<file path="src/rtl/regfile_wb_sequencer.sv">
// Write-port sequencer for the register file: zero-sweeps every register after reset,
// then drains an in-order writeback queue one entry per cycle with forwarding lookup.
module regfile_wb_sequencer #(
   parameter int DEPTH    = 4,
   parameter int DATA_W   = 32,
   parameter int ADDR_W   = 5,
   parameter int NUM_REGS = 32
) (
   input  logic                       clock,
   input  logic                       reset,
   input  logic                       wb_valid,
   input  logic [ADDR_W-1:0]          wb_reg,
   input  logic [DATA_W-1:0]          wb_data,
   output logic                       wb_ready,
   output logic                       WE,
   output logic [ADDR_W-1:0]          WrReg,
   output logic [DATA_W-1:0]          InData,
   output logic                       init_done,
   output logic [$clog2(DEPTH):0]     count,
   input  logic [ADDR_W-1:0]          ReadA,
   input  logic [ADDR_W-1:0]          ReadB,
   output logic                       fwd_hitA,
   output logic                       fwd_hitB,
   output logic [DATA_W-1:0]          fwd_dataA,
   output logic [DATA_W-1:0]          fwd_dataB
);

   localparam int PW = $clog2(DEPTH);
   localparam int CW = PW + 1;
   localparam logic [ADDR_W-1:0] LAST_REG = ADDR_W'(NUM_REGS - 1);

   typedef enum logic [0:0] {INIT, RUN} state_t;

   state_t state, nextState;

   logic [ADDR_W-1:0] sweepIdx;
   logic [ADDR_W-1:0] regMem  [DEPTH];
   logic [DATA_W-1:0] dataMem [DEPTH];
   logic [PW-1:0]     head, tail;
   logic              push, pop, sweepLast;
   logic [PW-1:0]     slot;

   // State register
   always_ff @(posedge clock or posedge reset) begin
      if (reset) state <= INIT;
      else       state <= nextState;
   end

   // Next-state logic
   always_comb begin
      nextState = state;
      case (state)
         INIT:    if (sweepIdx == LAST_REG) nextState = RUN;
         RUN:     nextState = RUN;
         default: nextState = INIT;
      endcase
   end

   // Output / control decode
   always_comb begin
      wb_ready  = 1'b0;
      push      = 1'b0;
      pop       = 1'b0;
      sweepLast = 1'b0;
      case (state)
         INIT: sweepLast = (sweepIdx == LAST_REG);
         RUN: begin
            wb_ready = (count < CW'(DEPTH));
            push     = wb_valid && wb_ready && (wb_reg != '0);
            pop      = (count != '0);
         end
         default: ;
      endcase
   end

   // Registered write-port outputs and sweep index
   always_ff @(posedge clock or posedge reset) begin
      if (reset) begin
         WE        <= 1'b0;
         WrReg     <= '0;
         InData    <= '0;
         init_done <= 1'b0;
         sweepIdx  <= '0;
      end else if (state == INIT) begin
         WE       <= 1'b1;
         WrReg    <= sweepIdx;
         InData   <= '0;
         sweepIdx <= sweepIdx + 1'b1;
         if (sweepLast) init_done <= 1'b1;
      end else if (pop) begin
         WE     <= 1'b1;
         WrReg  <= regMem[head];
         InData <= dataMem[head];
      end else begin
         WE <= 1'b0;
      end
   end

   // Queue pointers and occupancy
   always_ff @(posedge clock or posedge reset) begin
      if (reset) begin
         head  <= '0;
         tail  <= '0;
         count <= '0;
      end else begin
         if (push) tail <= tail + 1'b1;
         if (pop)  head <= head + 1'b1;
         if (push && !pop)      count <= count + 1'b1;
         else if (!push && pop) count <= count - 1'b1;
      end
   end

   // Entry storage needs no reset; occupancy decides which slots are live
   always_ff @(posedge clock) begin
      if (push) begin
         regMem[tail]  <= wb_reg;
         dataMem[tail] <= wb_data;
      end
   end

   // Forwarding: scan WE entry first, then head..tail so younger matches overwrite
   always_comb begin
      fwd_hitA  = 1'b0;
      fwd_hitB  = 1'b0;
      fwd_dataA = '0;
      fwd_dataB = '0;
      slot      = head;
      if (state == RUN) begin
         if (WE && (WrReg == ReadA) && (ReadA != '0)) begin
            fwd_hitA  = 1'b1;
            fwd_dataA = InData;
         end
         if (WE && (WrReg == ReadB) && (ReadB != '0)) begin
            fwd_hitB  = 1'b1;
            fwd_dataB = InData;
         end
         for (int unsigned i = 0; i < DEPTH; i++) begin
            if (i < 32'(count)) begin
               slot = head + PW'(i);
               if ((regMem[slot] == ReadA) && (ReadA != '0)) begin
                  fwd_hitA  = 1'b1;
                  fwd_dataA = dataMem[slot];
               end
               if ((regMem[slot] == ReadB) && (ReadB != '0)) begin
                  fwd_hitB  = 1'b1;
                  fwd_dataB = dataMem[slot];
               end
            end
         end
      end
   end

endmodule

</file>
<file path="config.mk">
export PLATFORM = sky130hd
export DESIGN_NAME = regfile_wb_sequencer
export DESIGN_NICKNAME = d
export VERILOG_FILES = /design/src/rtl/regfile_wb_sequencer.sv
export SDC_FILE = /design/constraint.sdc
export NUM_CORES = 1
export LEC_CHECK = 0
export ABC_AREA = 1
export CAP_MARGIN = 20
export CORE_MARGIN = 5
export CORE_UTILIZATION = 45
export CTS_CLUSTER_SIZE = 14
export DETAILED_ROUTE_END_ITERATION = 10
export DONT_BUFFER_PORTS = 1
export PLACE_DENSITY = 0.61
export RECOVER_POWER = 50
export SKIP_LAST_GASP = 1
export SYNTH_ARGS = -nofsm -noshare
export SYNTH_HDL_FRONTEND = slang
export SYNTH_SLANG_ARGS = --single-unit
</file>
<file path="constraint.sdc">
create_clock -name clock -period 5.9 [get_ports clock]
set_input_delay 0.59 -clock clock [delete_from_list [all_inputs] [get_ports clock]]
set_output_delay 0.59 -clock clock [all_outputs]
set_load 0.01 [all_outputs]
</file>
==> results.cfg, run 1 <==
[cts]
root_buffer = clkbuf_16
cts_hold_buf = 0
post_cts_buffers = 0
ctsLongestPathBuffers = 2
clk_pin_slew_worst_paths_ns = 0.09
cts_resized = 0
clock_sinks = 200
htreeDepth = 4
insertion_delay_ns = 0.46
cts_made_buffers = 17
cts_tree = done

[sta]
layout_setup_ws_ns = 1.07
fmax_ghz = 0.207
max_slew.worst_pin.slew_ns = 3.38
finalSetupViolations = 0
fin_setup_tns_ns = 0
relSlewSlack_pct = -125
period_needed_ns = 4.83
timing_max_transition_violations_final = 127
clock_skew_ns = 0.0148
timing.final.crit_share_pct = 81.9
rsz0062_at_grt = no
finalHoldViolCount = 0

[global_routing]
overflow = 0
grt_pass1_wl_um = 78900
grt_pass1_vias = 13397
grt_start_max_net_pins = 101
grt_use_total_pct = 27.8
antenna_found_initial = 0

[route]
drt-initial-drc-count = 1483
drc = 0
wire_per_inst_um = 20.3
drtPass1Iterations = 6
vias = 14579
drt-total-wl_um = 51800
ant_nets = 0
routed_via_density = 5.71

[placed_design]
gp_congestion = 0.970
hpwlAfterDp_um = 34300
dpl_cell_area_um2 = 15100
io_buffers = 0
place_ws_ns = 1.74

[power_and_ir_drop]
swShare_pct = 56.5
seqPwrFrac_pct = 25.4
ir_drop_mv = 0.353
p_switching_mw = 4.94
internal_power_mw = 3.81
leakagePower_nw = 6.67
power_frac_clock_pct = 13.5
p_per_area_nw_per_um2 = 559
p_comb_share_pct = 61.1

[floorplan]
io_pins = 159
dieArea_um2 = 36800
die_w_um = 192
initial_core_util_pct = 45.7
die_y_um = 192
core_um2 = 32500
rows = 66

[setup_path]
critPathCapture = count[2]
crit_required_ns = 6.25
end_kind = flip-flop
r2r-start = state
worst_r2r_path_depth = 10
worst-setup-path-type = flip-flop to flip-flop
reg2reg_to = count[2]
r2r_setup_slack_ns = 1.07
worstPathMaxFanout = 70
startpoint = state
cp.arrival_ns = 5.18
cp-start-kind = flip-flop

[cells_and_area]
stdcell_area_um2 = 15700
drive_gt1_share_pct = 7.68
fin_nets = 2158
final_cell_mix = nand2_1, o21ai_0, nor2_1
area_growth_pct = 5.35
final_common_cell = nand2_1
antenna_cells = 0

[yosys]
synth-edff-count = 148
ys_types = 41
synthesis.area_um2 = 14900
synth_warnings = 0
async_flop_share_pct = 26.0
synth-seq-cells = 200
ys_seq_area_share_pct = 38.6
synth_fp_nets = 2241
syn_area_per_cell_um2 = 6.82
synth_cells = 2180
synth-main-ff-cell = edfxtp_1

[run]
maxCapViolCount = 3

[outcome]
failed_checks = max-capacitance violations, max-slew violations
status = complete, but fails checks

[worst_hold_path]
hp-class = primary input to flip-flop
==> per-stage QoR <==
stage	instances	hold slack, ns	utilization [%]	total power [mW]
5_1_grt	2552	0.197	48.1	9.42
4_1_cts	2552	0.203	48.2	8.67
3_3_place_gp	2520	0.486	46.3	7.41
6_report	2552	0.220	48.1	8.76
2_1_floorplan	2180	0.469	-	5.99
3_5_place_dp	2520	0.502	46.3	7.48
==> final cells by class <==
cell class	count	area [um^2]
Clock inverter	15	169
Inverter	155	588
Fill cell	3269	16900
Multi-Input combinational cell	1673	7800
Tap cell	442	553
Clock buffer	17	425
Timing Repair Buffer	50	377
Sequential cell	200	5750
==> power by group through the flow <==
stage | Combinational, mW | Sequential, mW | Clock (mW)
after detailed placement | 5.22 | 2.26 | 0
final | 5.35 | 2.23 | 1.18
after CTS | 5.23 | 2.23 | 1.20
after global placement | 5.16 | 2.25 | 0
after global routing | 5.90 | 2.27 | 1.25
after floorplan | 3.92 | 2.07 | 0
==> synthesized netlist by cell type, types with 2 or more instances <==
master	instances	share of area, %
o221ai_1	2	0.12
xnor2_1	5	0.29
edfxtp_1	148	30
nand4_1	64	2.7
inv_2	3	0.076
nand2_1	603	15
ha_1	11	0.93
inv_1	151	3.8
clkbuf_1	69	1.7
dfrtp_1	52	8.8
xor2_1	13	0.77
buf_4	14	0.71
o21ai_1	28	0.94
nand3_1	125	4.2
o211ai_1	5	0.25
a21oi_1	42	1.4
nand3_2	11	0.74
nor3_1	34	1.1
buf_2	46	1.5
nor2_1	321	8.1
buf_6	11	0.83
buf_1	10	0.25
a21oi_2	24	1.4
nor2_4	7	0.53
o21ai_0	344	12
nand2_4	3	0.23
nand2_2	8	0.34
nor2_2	13	0.55
==> how the worst min path moves through the flow <==
stage / from / to / slack (ns) / depth (start not counted)
5_1_grt: wb_data[12] / dataMem[0][12] / 0.20 / 0
6_report: wb_data[13] / dataMem[2][13] / 0.22 / 0
3_3_place_gp: sweepIdx[3] / sweepIdx[3] / 0.49 / 2
3_5_place_dp: sweepIdx[3] / sweepIdx[3] / 0.50 / 2
4_1_cts: wb_data[13] / dataMem[2][13] / 0.20 / 0
2_1_floorplan: sweepIdx[3] / sweepIdx[3] / 0.47 / 2
==> worst max-delay path: stages, from the launching register on <==
cell and delay, ns:
dfrtp_2 0.34, buf_4 0.54, inv_1 0.44, a21oi_4 0.21
clkbuf_1 1.73, inv_1 0.52, ha_1 0.53, nor2_1 0.10
o21ai_0 0.10, xor2_1 0.15, inv_1 0.05
==> cell families (layout without fill, tap and decap cells) <==
kind of cell               count (synthesis)  after routing  share of synthesized area, %
AOI/OAI and AO/OA                        449            449                          15.9
and+or+nand+nor                         1195           1195                          34.2
DFF                                      200            200                          38.6
xor gates and xnor gates                  18             18                          1.06
buffers and inverters                    307            237                          9.25
adders and majority gates                 11             11                         0.926
==> state kept, by name, indices dropped and copies added, names as in the netlist <==
name	flops
InData	32
WE	1
WrReg	5
count	3
dataMem	128
head	2
init_done	1
regMem	20
state	1
sweepIdx	5
tail	2
==> layer usage <==
layer	up-vias	GRT usage, %	share of wire (%)
met5	-	0	0
met4	0	11.4	3.3
met3	119	7.42	12
met2	782	41.6	42
met1	6647	38.4	43
li1	7031	-	-
(Power assumes the default switching activity.)
==> inputs of run 2 (changes only) <==
PLACE_DENSITY = 0.63   (was 0.61)
clock period = 3.9 ns   (was 5.9 ns; I/O delays follow)
==> results.cfg, run 2 (synthesis gave the netlist of run 1 again) <==
[power_and_ir_drop]
ir_drop_mv = 0.558
internal_power_mw = 6.34
power_frac_clock_pct = 13.8
seqPwrFrac_pct = 23.7
totalPowerFinal_mw = 13.9
p_switching_mw = 7.57
leakagePower_nw = 6.96
p_comb_share_pct = 62.6
p_per_area_nw_per_um2 = 860
swShare_pct = 54.4

[route]
wl_met1_um = 22000
wl_met3_um = 5720
top_layer_used = met5
wl_met2_um = 23300
drtPass1Iterations = 8
vias = 14851
drt-total-wl_um = 52400
routed_via_density = 5.72
drt-initial-drc-count = 1675
ant_nets = 0
drc = 0
wire_per_inst_um = 20.2

[cells_and_area]
largest_reg_flops = 128
final_core_util_pct = 49.7
reg_top3 = dataMem: 128 flops, InData: 32 flops, regMem: 20 flops
drive_gt1_share_pct = 9.52
antenna_cells = 0
final_cell_mix = nand2_1, o21ai_0, nor2_1
area_growth_pct = 8.78
finalNonFillerCells = 2595
fin_nets = 2201
stdcell_area_um2 = 16200
n_fill_cell = 3238
final_common_cell = nand2_1
top_register = dataMem

[run]
maxCapViolCount = 1

[setup_path]
r2r-start = state
cp.arrival_ns = 3.32
worst-setup-path-type = flip-flop to output pin
reg2reg_to = dataMem[2][7]
startpoint = count[0]
end_kind = output pin
worst_r2r_path_depth = 5
critPathCapture = fwd_dataA[21]
r2r_setup_slack_ns = 1.37
cp-start-kind = flip-flop
crit_required_ns = 3.51
worstPathMaxFanout = 18

[placed_design]
place_ws_ns = 0.514
hpwlAfterDp_um = 34400
dpl_cell_area_um2 = 15500
gp_congestion = 0.960
dp.cells = 2561
io_buffers = 0

[outcome]
failed_checks = max-capacitance violations, max-slew violations
status = complete, but fails checks

[sta]
rsz0062_at_grt = no
layout_setup_ws_ns = 0.191
timing_max_transition_violations_final = 31
fmax_ghz = 0.270
finalHoldViolCount = 0
period_needed_ns = 3.71
max_slew.worst_pin.slew_ns = 2.06
timing.hold.ws_ns = 0.0243
timing.final.crit_share_pct = 95.1
clock_skew_ns = 0.0129
fin_setup_tns_ns = 0
finalSetupViolations = 0
relSlewSlack_pct = -37.3

[floorplan]
core_um2 = 32500
die_w_um = 192
io_pins = 159
initial_core_util_pct = 45.7
dieArea_um2 = 36800
rows = 66
die_y_um = 192

[cts]
cts_made_buffers = 17
insertion_delay_ns = 0.45
clk_pin_slew_worst_paths_ns = 0.08
cts_tree = done
clock_sinks = 200
post_cts_buffers = 0
root_buffer = clkbuf_16
ctsLongestPathBuffers = 2
htreeDepth = 4

[global_routing]
grt_pass1_wl_um = 79900
grt_start_max_net_pins = 130
overflow = 0
grt_pass1_vias = 13574
grt_use_total_pct = 28.1
antenna_found_initial = 2

[worst_hold_path]
hp-class = primary input to flip-flop
==> run 2: cell types whose count changed in the layout (fill, tap and decap cells not counted), sizes merged <==
cell	change
bufinv	+3
dlygate4sd3	+1
clkinv	-2
buf	+44
clkbuf	-2
inv	-2
clkinvlp	+1
==> run 2: cell type report <==
cell class / instances / area (um^2) / area share [%]
clock buffers: 17 / 425 / 2.63
clock inverters: 15 / 210 / 1.30
inverters: 155 / 596 / 3.68
multi-input cells: 1673 / 7800 / 48.2
flip-flops and latches: 200 / 5750 / 35.6
well taps: 442 / 553 / 3.42
repair buffers: 93 / 840 / 5.19
==> run 2: worst min path at each step <==
| stage | cells past startpoint | to | startpoint |
|---|---|---|---|
| finish | 0 | dataMem[1][13] | wb_data[13] |
| global route | 0 | dataMem[2][11] | wb_data[11] |
| CTS | 0 | dataMem[1][13] | wb_data[13] |
| detailed placement | 1 | tail[0] | reset |
| global placement | 1 | tail[0] | reset |
| floorplan | 2 | sweepIdx[3] | sweepIdx[3] |
==> run 2: routing by layer <==
metal	vias up	GRT usage, %
li1	7121	-
met1	6832	38.3
met2	786	44.2
met3	110	7.22
met4	2	8.87
met5	-	0
==> run 2: timing repair <==
| item | CTS | global route |
|---|---|---|
| hold buffers | 1 | 0 |
| hold endpoints to repair | 22 | 0 |
| resized for setup | 0 | 13 |
| endpoints found under the setup margin | 0 | 66 |
==> run 2: critical path, stage by stage (launching register included) <==
cell	delay (ns)
dfrtp_1	0.54
inv_1	0.15
o21ai_0	0.57
nand3_1	0.17
nor2_2	0.19
nand3_4	0.32
buf_4	0.36
nor2_1	0.11
nor2_1	0.05
a21oi_1	0.23
buf_4	0.17
==> run 2: power by group through the flow <==
stage          clock, mW  sequential (mW)  combinational [mW]
6_report            1.92             3.29                8.70
2_1_floorplan          0             3.14                5.93
4_1_cts             1.95             3.30                8.44
3_3_place_gp           0             3.33                8.30
3_5_place_dp           0             3.34                8.42
5_1_grt             2.04             3.36                9.55
==> inputs of run 3 (changes only) <==
GPL_TIMING_DRIVEN = 0   (was default)
==> results.cfg, run 3 (synthesis gave the netlist of run 1 again) <==
[cts]
cts_tree = done
clock_sinks = 200
ctsLongestPathBuffers = 2
cts_made_buffers = 17
insertion_delay_ns = 0.47
clk_pin_slew_worst_paths_ns = 0.09
root_buffer = clkbuf_16
htreeDepth = 4

[cells_and_area]
final_core_util_pct = 50.1
drive_gt1_share_pct = 9.12
stdcell_area_um2 = 16300
fin_nets = 2275
final_common_cell = nand2_1
largest_reg_flops = 128
final_cell_mix = nand2_1, o21ai_0, nor2_1
top_register = dataMem
reg_top3 = dataMem: 128 flops, InData: 32 flops, regMem: 20 flops
area_growth_pct = 9.71

[route]
wire_per_inst_um = 23.2
routed_via_density = 5.90
drt-total-wl_um = 62000
drt-initial-drc-count = 2028
drtPass1Iterations = 7
ant_nets = 0
drc = 0
vias = 15765

[sta]
clock_skew_ns = 0.0148
relSlewSlack_pct = -11.4
fmax_ghz = 0.256
finalHoldViolCount = 0
rsz0062_at_grt = yes
max_slew.worst_pin.slew_ns = 1.67
timing.final.crit_share_pct = 100
finalSetupViolations = 1
layout_setup_ws_ns = -0.0117
period_needed_ns = 3.91
timing_max_transition_violations_final = 26
fin_setup_tns_ns = -0.0117

[floorplan]
dieArea_um2 = 36800
core_um2 = 32500
die_y_um = 192
io_pins = 159
rows = 66
die_w_um = 192
initial_core_util_pct = 45.7

[power_and_ir_drop]
ir_drop_mv = 0.475
p_per_area_nw_per_um2 = 893
internal_power_mw = 6.19
power_frac_clock_pct = 12.9
p_switching_mw = 8.37
leakagePower_nw = 6.97
p_comb_share_pct = 64.9
seqPwrFrac_pct = 22.2
totalPowerFinal_mw = 14.6
swShare_pct = 57.5

[global_routing]
grt_pass1_wl_um = 91700
use_met1_pct = 44.9
use_met3_pct = 10.6
overflow = 0
grt_use_total_pct = 33.2
grt_start_max_net_pins = 29
antenna_found_initial = 1
use_met2_pct = 50.0
grt_pass1_vias = 14739
grt-busiest-layer = met2

[setup_path]
worst_r2r_path_depth = 5
worst-setup-path-type = flip-flop to output pin
end_kind = output pin
critPathTopFamily = buffers and inverters
crit_required_ns = 3.51
critical_path_buf_inv_count = 5
cpPeakStageDelay_ns = 0.57
crit_path_top_delay_cell = clkbuf_1
r2r_setup_slack_ns = 0.96
cp-start-kind = flip-flop
path_cells = buf_6 > inv_2 > buf_6 > buf_8 > clkbuf_1 > o21ai_0 > o21ai_1 > nand4_1 > nand3_1 > nand2_1 > a21oi_1
r2r-start = state
reg2reg_to = regMem[1][3]
cp.arrival_ns = 3.52
cpMostUsedCell = buf_6
worstPathMaxFanout = 10

[placed_design]
gp_congestion = 0.974
io_buffers = 0
dpl_cell_area_um2 = 15600
hpwlAfterDp_um = 46200
place_ws_ns = 0.305

[worst_hold_path]
hold_path_depth = 0
min_from = wb_data[23]
hold_end = dataMem[0][23]
hp-class = primary input to flip-flop

[outcome]
status = complete, but fails checks
failed_checks = max-capacitance violations, max-slew violations, negative setup slack

[run]
maxCapViolCount = 1
[run 3: cell count changes in the layout (fill, tap and decap cells not counted), sizes merged]
| cell | before | now |
|---|---|---|
| bufinv | 3 | 1 |
| clkbuf | 18 | 93 |
| clkinv | 5 | 2 |
| inv | 161 | 160 |
| diode | 0 | 1 |
| buf | 91 | 96 |
[run 3: layer usage]
| layer | vias to the layer above | wire length (um) |
|---|---|---|
| met5 | - | 20 |
| met4 | 2 | 2030 |
| met3 | 154 | 8370 |
| met2 | 992 | 26600 |
| met1 | 7349 | 25000 |
| li1 | 7268 | - |
[run 3: area by class of cell]
| cell class | count | area (um^2) |
|---|---|---|
| Timing Repair Buffer | 15 | 208 |
| Clock buffer | 23 | 510 |
| Inverter | 155 | 584 |
| Buffer | 152 | 798 |
| Multi-Input combinational cell | 1673 | 7810 |
| Antenna cell | 1 | 2.50 |
| Sequential cell | 200 | 5750 |
| Clock inverter | 9 | 101 |
| Fill cell | 3276 | 16200 |
| Tap cell | 442 | 553 |
[run 3: worst max-delay path by stage]
stage,from,end,slack [ns],cells after the start
global route,head[0],fwd_dataB[1],-0.07,16
finish,head[0],fwd_dataA[11],-0.01,11
floorplan,count[2],dataMem[0][0],0.92,3
global placement,state,dataMem[0][9],-1.14,4
detailed placement,head[0],fwd_dataB[30],0.30,12
CTS,head[0],fwd_dataB[1],0.006,12
[run 3: repair_timing]
item                                    CTS  global route
setup buffers                             0             8
resized for setup                         2            20
pin swaps                                 0             3
hold buffers                              1             0
hold endpoints to repair                 27             0
endpoints found under the setup margin   10            51
[run 3: per-stage QoR]
stage / cells / hold slack, ns
2_1_floorplan: 2180 / 0.469
3_3_place_gp: 2622 / 0.489
3_5_place_dp: 2628 / 0.385
4_1_cts: 2661 / 0.000613
5_1_grt: 2669 / 0.00182
6_report: 2670 / 0.00535
[run 3: power by group through the flow]
stage / Combinational [mW] / Sequential [mW] / Clock, mW
after floorplan: 5.93 / 3.14 / 0
after global placement: 8.76 / 3.30 / 0
after detailed placement: 8.91 / 3.28 / 0
after CTS: 8.95 / 3.24 / 1.89
after global routing: 10.1 / 3.29 / 1.97
final: 9.45 / 3.23 / 1.88
==> edit 1 (flow settings as in run 3) <==
The parameter `ADDR_W` goes from 5 to 7.
--- a/src/rtl/regfile_wb_sequencer.sv
+++ b/src/rtl/regfile_wb_sequencer.sv
@@ -4,5 +4,5 @@
    parameter int DEPTH    = 4,
    parameter int DATA_W   = 32,
-   parameter int ADDR_W   = 5,
+   parameter int ADDR_W   = 7,
    parameter int NUM_REGS = 32
 ) (
Ports: changed (resized ReadA, ReadB, WrReg and wb_reg); port bits go from 159 to 167. No check against the original RTL was run, so the function may have changed too.
==> edit 1 against run 3 <==
- the flow finishes with violations (capacitance limit, slew limit)
- total power fell by 1.9%
- cell count grew 8.6%
- wire length grew 9.3%
- synthesized area grew 4.9%
- global-route usage grew 0.56 points
- setup slack improved by 0.050 ns
- sequential cell count is 12 higher
- design area up 9.1%
==> edit 1: results (changes against run 3) <==
vias in the first global route -> 16000 (+8.2%)
initial antenna violation count -> 3 (+2)
DP Area -> 16400 um^2 (+5.0%)
global-route wire length before repair -> 99.6 mm (+8.7%)
worst vdd ir -> 0.433 mV (-8.8%)
Static Leak -> 7.70 nW (+10%)
TritonRoute pass-1 iters -> 6 (-1)
post-synthesis cell type count -> 35 (-15%)
Num CTS Buffers -> 26 (+9)
WL/cell -> 23.4 um (+0.64%)
max cap viols -> 1 (unchanged)
PortBufs -> 0 (unchanged)
share of cells above drive strength 1 -> 8.28% (-0.84 points)
worst stage delay on the critical path -> 0.75 ns (+0.18 ns)
Largest regs -> dataMem (128), InData (32), regMem (28)
routability cong. -> 0.993 (+2.0%)
max-slew violations -> 36 (+38%)
hold path start -> wb_valid
failing checks -> capacitance limit, slew limit
YS warnings -> 0 (unchanged)
clk_skew -> 0.0191 ns (+0.00434 ns)
clk_lat worst skew -> 0.58 ns (+0.11 ns)
GR Util All Layers -> 33.8% (+0.56 points)
Crit. Startpoint -> head[1]
WHS Path Cells -> 3 (+3)
Slew headroom -> -40.5% (-29 points)
worst r2r src -> state
Root Buffer -> clkbuf_16
pin count of the biggest net entering global routing -> 36 (+24%)
CP max-delay cell -> clkdlybuf4s15_1
Power Internal -> 0.00632 W (+2.1%)
via/cell ratio -> 5.95 (+0.69%)
starting DRC count in detailed routing -> 2221 (+9.5%)
crit-path max FO -> 10 (unchanged)
placed wire-length estimate -> 50.0 mm (+8.2%)
Post-Synthesis Net Count -> 2407 (+7.4%)
Area contributors post-synth -> edfxtp_1 30%, nand2_1 18%, o21ai_0 10%
worst r2r path cells -> 8 (+3)
sequential area share after synthesis -> 39.0% (+0.36 points)
Async S/R FF share, synth -> 26.4% (+0.42 points)
worst endpoint data arrival time -> 3.47 ns (-0.05 ns)
clock slew at reported path FFs -> 0.06 ns (-0.03 ns)
maximum clock path buffer count -> 3 (+1)
HP Class -> input port to register
Nets -> 2487 (+9.3%)
top cells by count, synth -> 742 x nand2_1, 316 x o21ai_0, 248 x nand3_1, 237 x inv_1, 168 x a21oi_1
Post-synth EDFFs -> 156 (+5.4%)
Top reg by flops -> dataMem
H-Tree Depth -> 1 (-3)
status -> complete, but fails checks
==> edit 1: cell count changes after synthesis, sizes merged, moves of 11 or more <==
cell and delta:
a21oi +102, clkbuf +11, inv +85, nand2 +131
nand3 +111, nand4 -60, nor2 -269, nor3 +32
==> edit 1: critical path: cells and delay by family (launching register included) <==
| kind | cells | cell delay, ns |
|---|---|---|
| simple gates | 3 | 0.37 |
| buf+inv | 4 | 1.37 |
| compound gates | 3 | 0.79 |
| flops | 1 | 0.36 |
==> edit 1: cells by family after synthesis <==
group,count (synthesis),synth area share [%]
AND/OR/NAND/NOR,1139,30.3
AO/OA/AOI/OAI,555,18.0
buffers and inverters,403,10.7
flip-flops,212,39.0
XOR/XNOR,22,1.24
adder cells (fa/ha/maj),10,0.802
==> edit 1: per-stage QoR <==
step           instances  utilization, %  worst slack, ns
2_1_floorplan       2341               -            0.623
3_3_place_gp        2796            47.0            -2.06
3_5_place_dp        2804            47.6            0.195
4_1_cts             2892            51.3         -0.00129
5_1_grt             2897            51.8         0.000690
6_report            2899            51.8           0.0385
==> edit 1: power by group through the flow <==
stage / logic, W / clock network, W / registers (W)
floorplan: 0.00527 / 0 / 0.00331
global placement: 0.00791 / 0 / 0.00351
detailed placement: 0.00810 / 0 / 0.00348
CTS: 0.00823 / 0.00227 / 0.00345
global route: 0.00931 / 0.00236 / 0.00350
finish: 0.00860 / 0.00225 / 0.00345
==> edit 1: per-layer routing <==
metal / GRT usage [%] / share of wire (%)
met1: 43.6 / 39
met5: 0 / 0
met2: 54.0 / 44
met4: 15.0 / 5.3
met3: 8.23 / 12
==> edit 1: final cells by class <==
cell class / instances / area (um^2)
antenna: 4 / 10.0
fill: 3479 / 16600
sequential: 212 / 6090
timing repair buffer: 52 / 589
multi-input combinational: 1726 / 8050
inverter: 241 / 907
buffer: 162 / 802
tap: 455 / 569
clock inverter: 17 / 110
clock buffer: 30 / 666
==> edit 1: timing repair <==
action	CTS	global route
setup endpoints to repair	66	65
gates cloned	0	0
gates resized for setup	20	53
hold buffers	40	0
pin swaps	1	1
hold endpoints to repair	177	0
setup buffers	1	3
==> edit 1: final timing paths <==
path                                  to  slack, ns
max in group asynchronous     InData[23]       1.00
min reg2reg                  sweepIdx[1]       0.53
min in group asynchronous    sweepIdx[3]       0.44
max reg2reg                dataMem[3][1]       0.61
max                         fwd_dataA[0]       0.04
min                              tail[0]       0.15
==> edit 2 (flow settings as in run 3) <==
Without the edit above. Put one more register stage on the output `count`, cleared by the reset. The value now appears one clock later. The other outputs are not delayed to match.
--- a/src/rtl/regfile_wb_sequencer.sv
+++ b/src/rtl/regfile_wb_sequencer.sv
@@ -31,4 +31,6 @@
 
    typedef enum logic [0:0] {INIT, RUN} state_t;
+
+   logic [$clog2(DEPTH):0] count_s0;
 
    state_t state, nextState;
@@ -66,7 +68,7 @@
          INIT: sweepLast = (sweepIdx == LAST_REG);
          RUN: begin
-            wb_ready = (count < CW'(DEPTH));
+            wb_ready = (count_s0 < CW'(DEPTH));
             push     = wb_valid && wb_ready && (wb_reg != '0);
-            pop      = (count != '0);
+            pop      = (count_s0 != '0);
          end
          default: ;
@@ -102,10 +104,10 @@
          head  <= '0;
          tail  <= '0;
-         count <= '0;
+         count_s0 <= '0;
       end else begin
          if (push) tail <= tail + 1'b1;
          if (pop)  head <= head + 1'b1;
-         if (push && !pop)      count <= count + 1'b1;
-         else if (!push && pop) count <= count - 1'b1;
+         if (push && !pop)      count_s0 <= count_s0 + 1'b1;
+         else if (!push && pop) count_s0 <= count_s0 - 1'b1;
       end
    end
@@ -136,5 +138,5 @@
          end
          for (int unsigned i = 0; i < DEPTH; i++) begin
-            if (i < 32'(count)) begin
+            if (i < 32'(count_s0)) begin
                slot = head + PW'(i);
                if ((regMem[slot] == ReadA) && (ReadA != '0)) begin
@@ -151,4 +153,12 @@
    end
 
+   always_ff @(posedge clock or posedge reset) begin
+      if (reset) begin
+         count <= '0;
+      end else begin
+         count <= count_s0;
+      end
+   end
+
 endmodule
 
Behaviour: no difference found for any inputs over 10 cycles, from zero or initial values and one cycle with reset high; that may be too few to reach the edited logic, so the function may still have changed.
==> edit 2 against run 3 <==
- the run ends with capacitance limit, slew limit left
- critical path depth unchanged
- via count decreased by 3.3%
- sequential cell count increased by 3
- total power decreased by 2.4%
- clock power increased by 8%
- design area increased by 1.9%
- synthesized area decreased by 0.51%
- wire length decreased by 5.8%
- setup slack improved by 0.094 ns
- first-iteration DRC count decreased by 22%
- critical path type unchanged
- critical endpoint is now fwd_dataA[12]
- largest cell class unchanged
==> edit 2: results (changes against run 3) <==
HP Class -> register to register
starting DRC count in detailed routing -> 1573 (-22%)
RR Endpoint -> dataMem[2][4]
Crit. Startpoint -> head[1]
global-route wire length before repair -> 85.9 mm (-6.3%)
maximum clock path buffer count -> 3 (+1)
H-Tree Depth -> 1 (-3)
clk_lat worst skew -> 0.53 ns (+0.06 ns)
status -> complete, but fails checks
vias in the first global route -> 14000 (-5.3%)
Num CTS Buffers -> 23 (+6)
max cap viols -> 1 (unchanged)
sequential area share after synthesis -> 39.4% (+0.70 points)
hold path start -> count_s0[2]
share of cells above drive strength 1 -> 6.66% (-2.5 points)
via/cell ratio -> 5.53 (-6.3%)
final hold slack -> 0.384 ns (+0.379 ns)
clock slew at reported path FFs -> 0.06 ns (-0.03 ns)
failing checks -> capacitance limit, slew limit
max-slew violations -> 31 (+19%)
pin count of the biggest net entering global routing -> 33 (+14%)
r2r setup slk -> 0.89 ns (-0.07 ns)
Static Leak -> 7.34 nW (+5.3%)
FILL cells -> 3198 (-2.4%)
CP max-delay cell -> a21oi_1
ant diodes -> 0 (-1)
routability cong. -> 0.981 (+0.79%)
WL/cell -> 21.2 um (-8.7%)
worst stage delay on the critical path -> 0.47 ns (-0.10 ns)
top cells by count, synth -> 626 x nand2_1, 366 x nor2_1, 312 x o21ai_0, 181 x inv_1, 148 x edfxtp_1
Async S/R FF share, synth -> 27.1% (+1.1 points)
Worst-Margin Slew -> 1.57 ns (-0.0977 ns)
worst endpoint data arrival time -> 3.43 ns (-0.09 ns)
post-synthesis cell type count -> 35 (-15%)
edit 2: power by group:
part	switching [W]	internal, W	total, W
clock	0.000853	0.00118	0.00203
combinational	0.00665	0.00225	0.00890
sequential	0.000461	0.00283	0.00329
edit 2: cell families after synthesis:
logic type,after synthesis,share of synthesized area [%]
AO/OA/AOI/OAI,440,15.1
XOR/XNOR,20,1.18
adder cells (fa/ha/maj),11,0.931
buffers and inverters,337,9.74
flip-flops,203,39.4
AND/OR/NAND/NOR,1216,33.7
edit 2: worst max path at each step:
stage	end	depth (start not counted)	slack, ns
final	fwd_dataA[12]	11	0.08
after floorplan	dataMem[0][0]	4	0.88
after CTS	fwd_dataA[12]	13	0.02
after detailed placement	fwd_dataA[16]	13	0.52
after global placement	dataMem[3][7]	4	-1.13
after global routing	fwd_dataB[24]	14	-0.07
edit 2: what timing repair did:
item	4_1_cts	5_1_grt
hold endpoints to repair	173	0
hold buffers	38	0
setup endpoints to repair	2	52
setup buffers	0	2
gates resized for setup	2	10
pin swaps	0	1
edit 2: layout make-up:
class | instances | share of cell area, %
Sequential cell | 203 | 35.0
Timing Repair Buffer | 46 | 2.97
Multi-Input combinational cell | 1687 | 45.7
Clock buffer | 27 | 3.61
Clock inverter | 13 | 0.670
Tap cell | 442 | 3.33
Buffer | 153 | 4.52
Inverter | 184 | 4.16
edit 2: per-layer routing:
layer	GRT usage, %	routed length, um	part of all wire [%]	vias to the layer above
li1	-	-	-	7426
met1	41.9	24600	42	6944
met2	49.6	25800	44	732
met3	5.08	5030	8.6	136
met4	12.3	2990	5.1	0
met5	0	0	0	-
edit 2: metrics by stage:
step                area (um^2)  instances  TNS (ns)
floorplan                 14800       2227         0
global placement          15300       2669   -150.68
detailed placement        15500       2675         0
CTS                       16600       2753         0
global route              16600       2755    -0.448
finish                    16600       2755         0
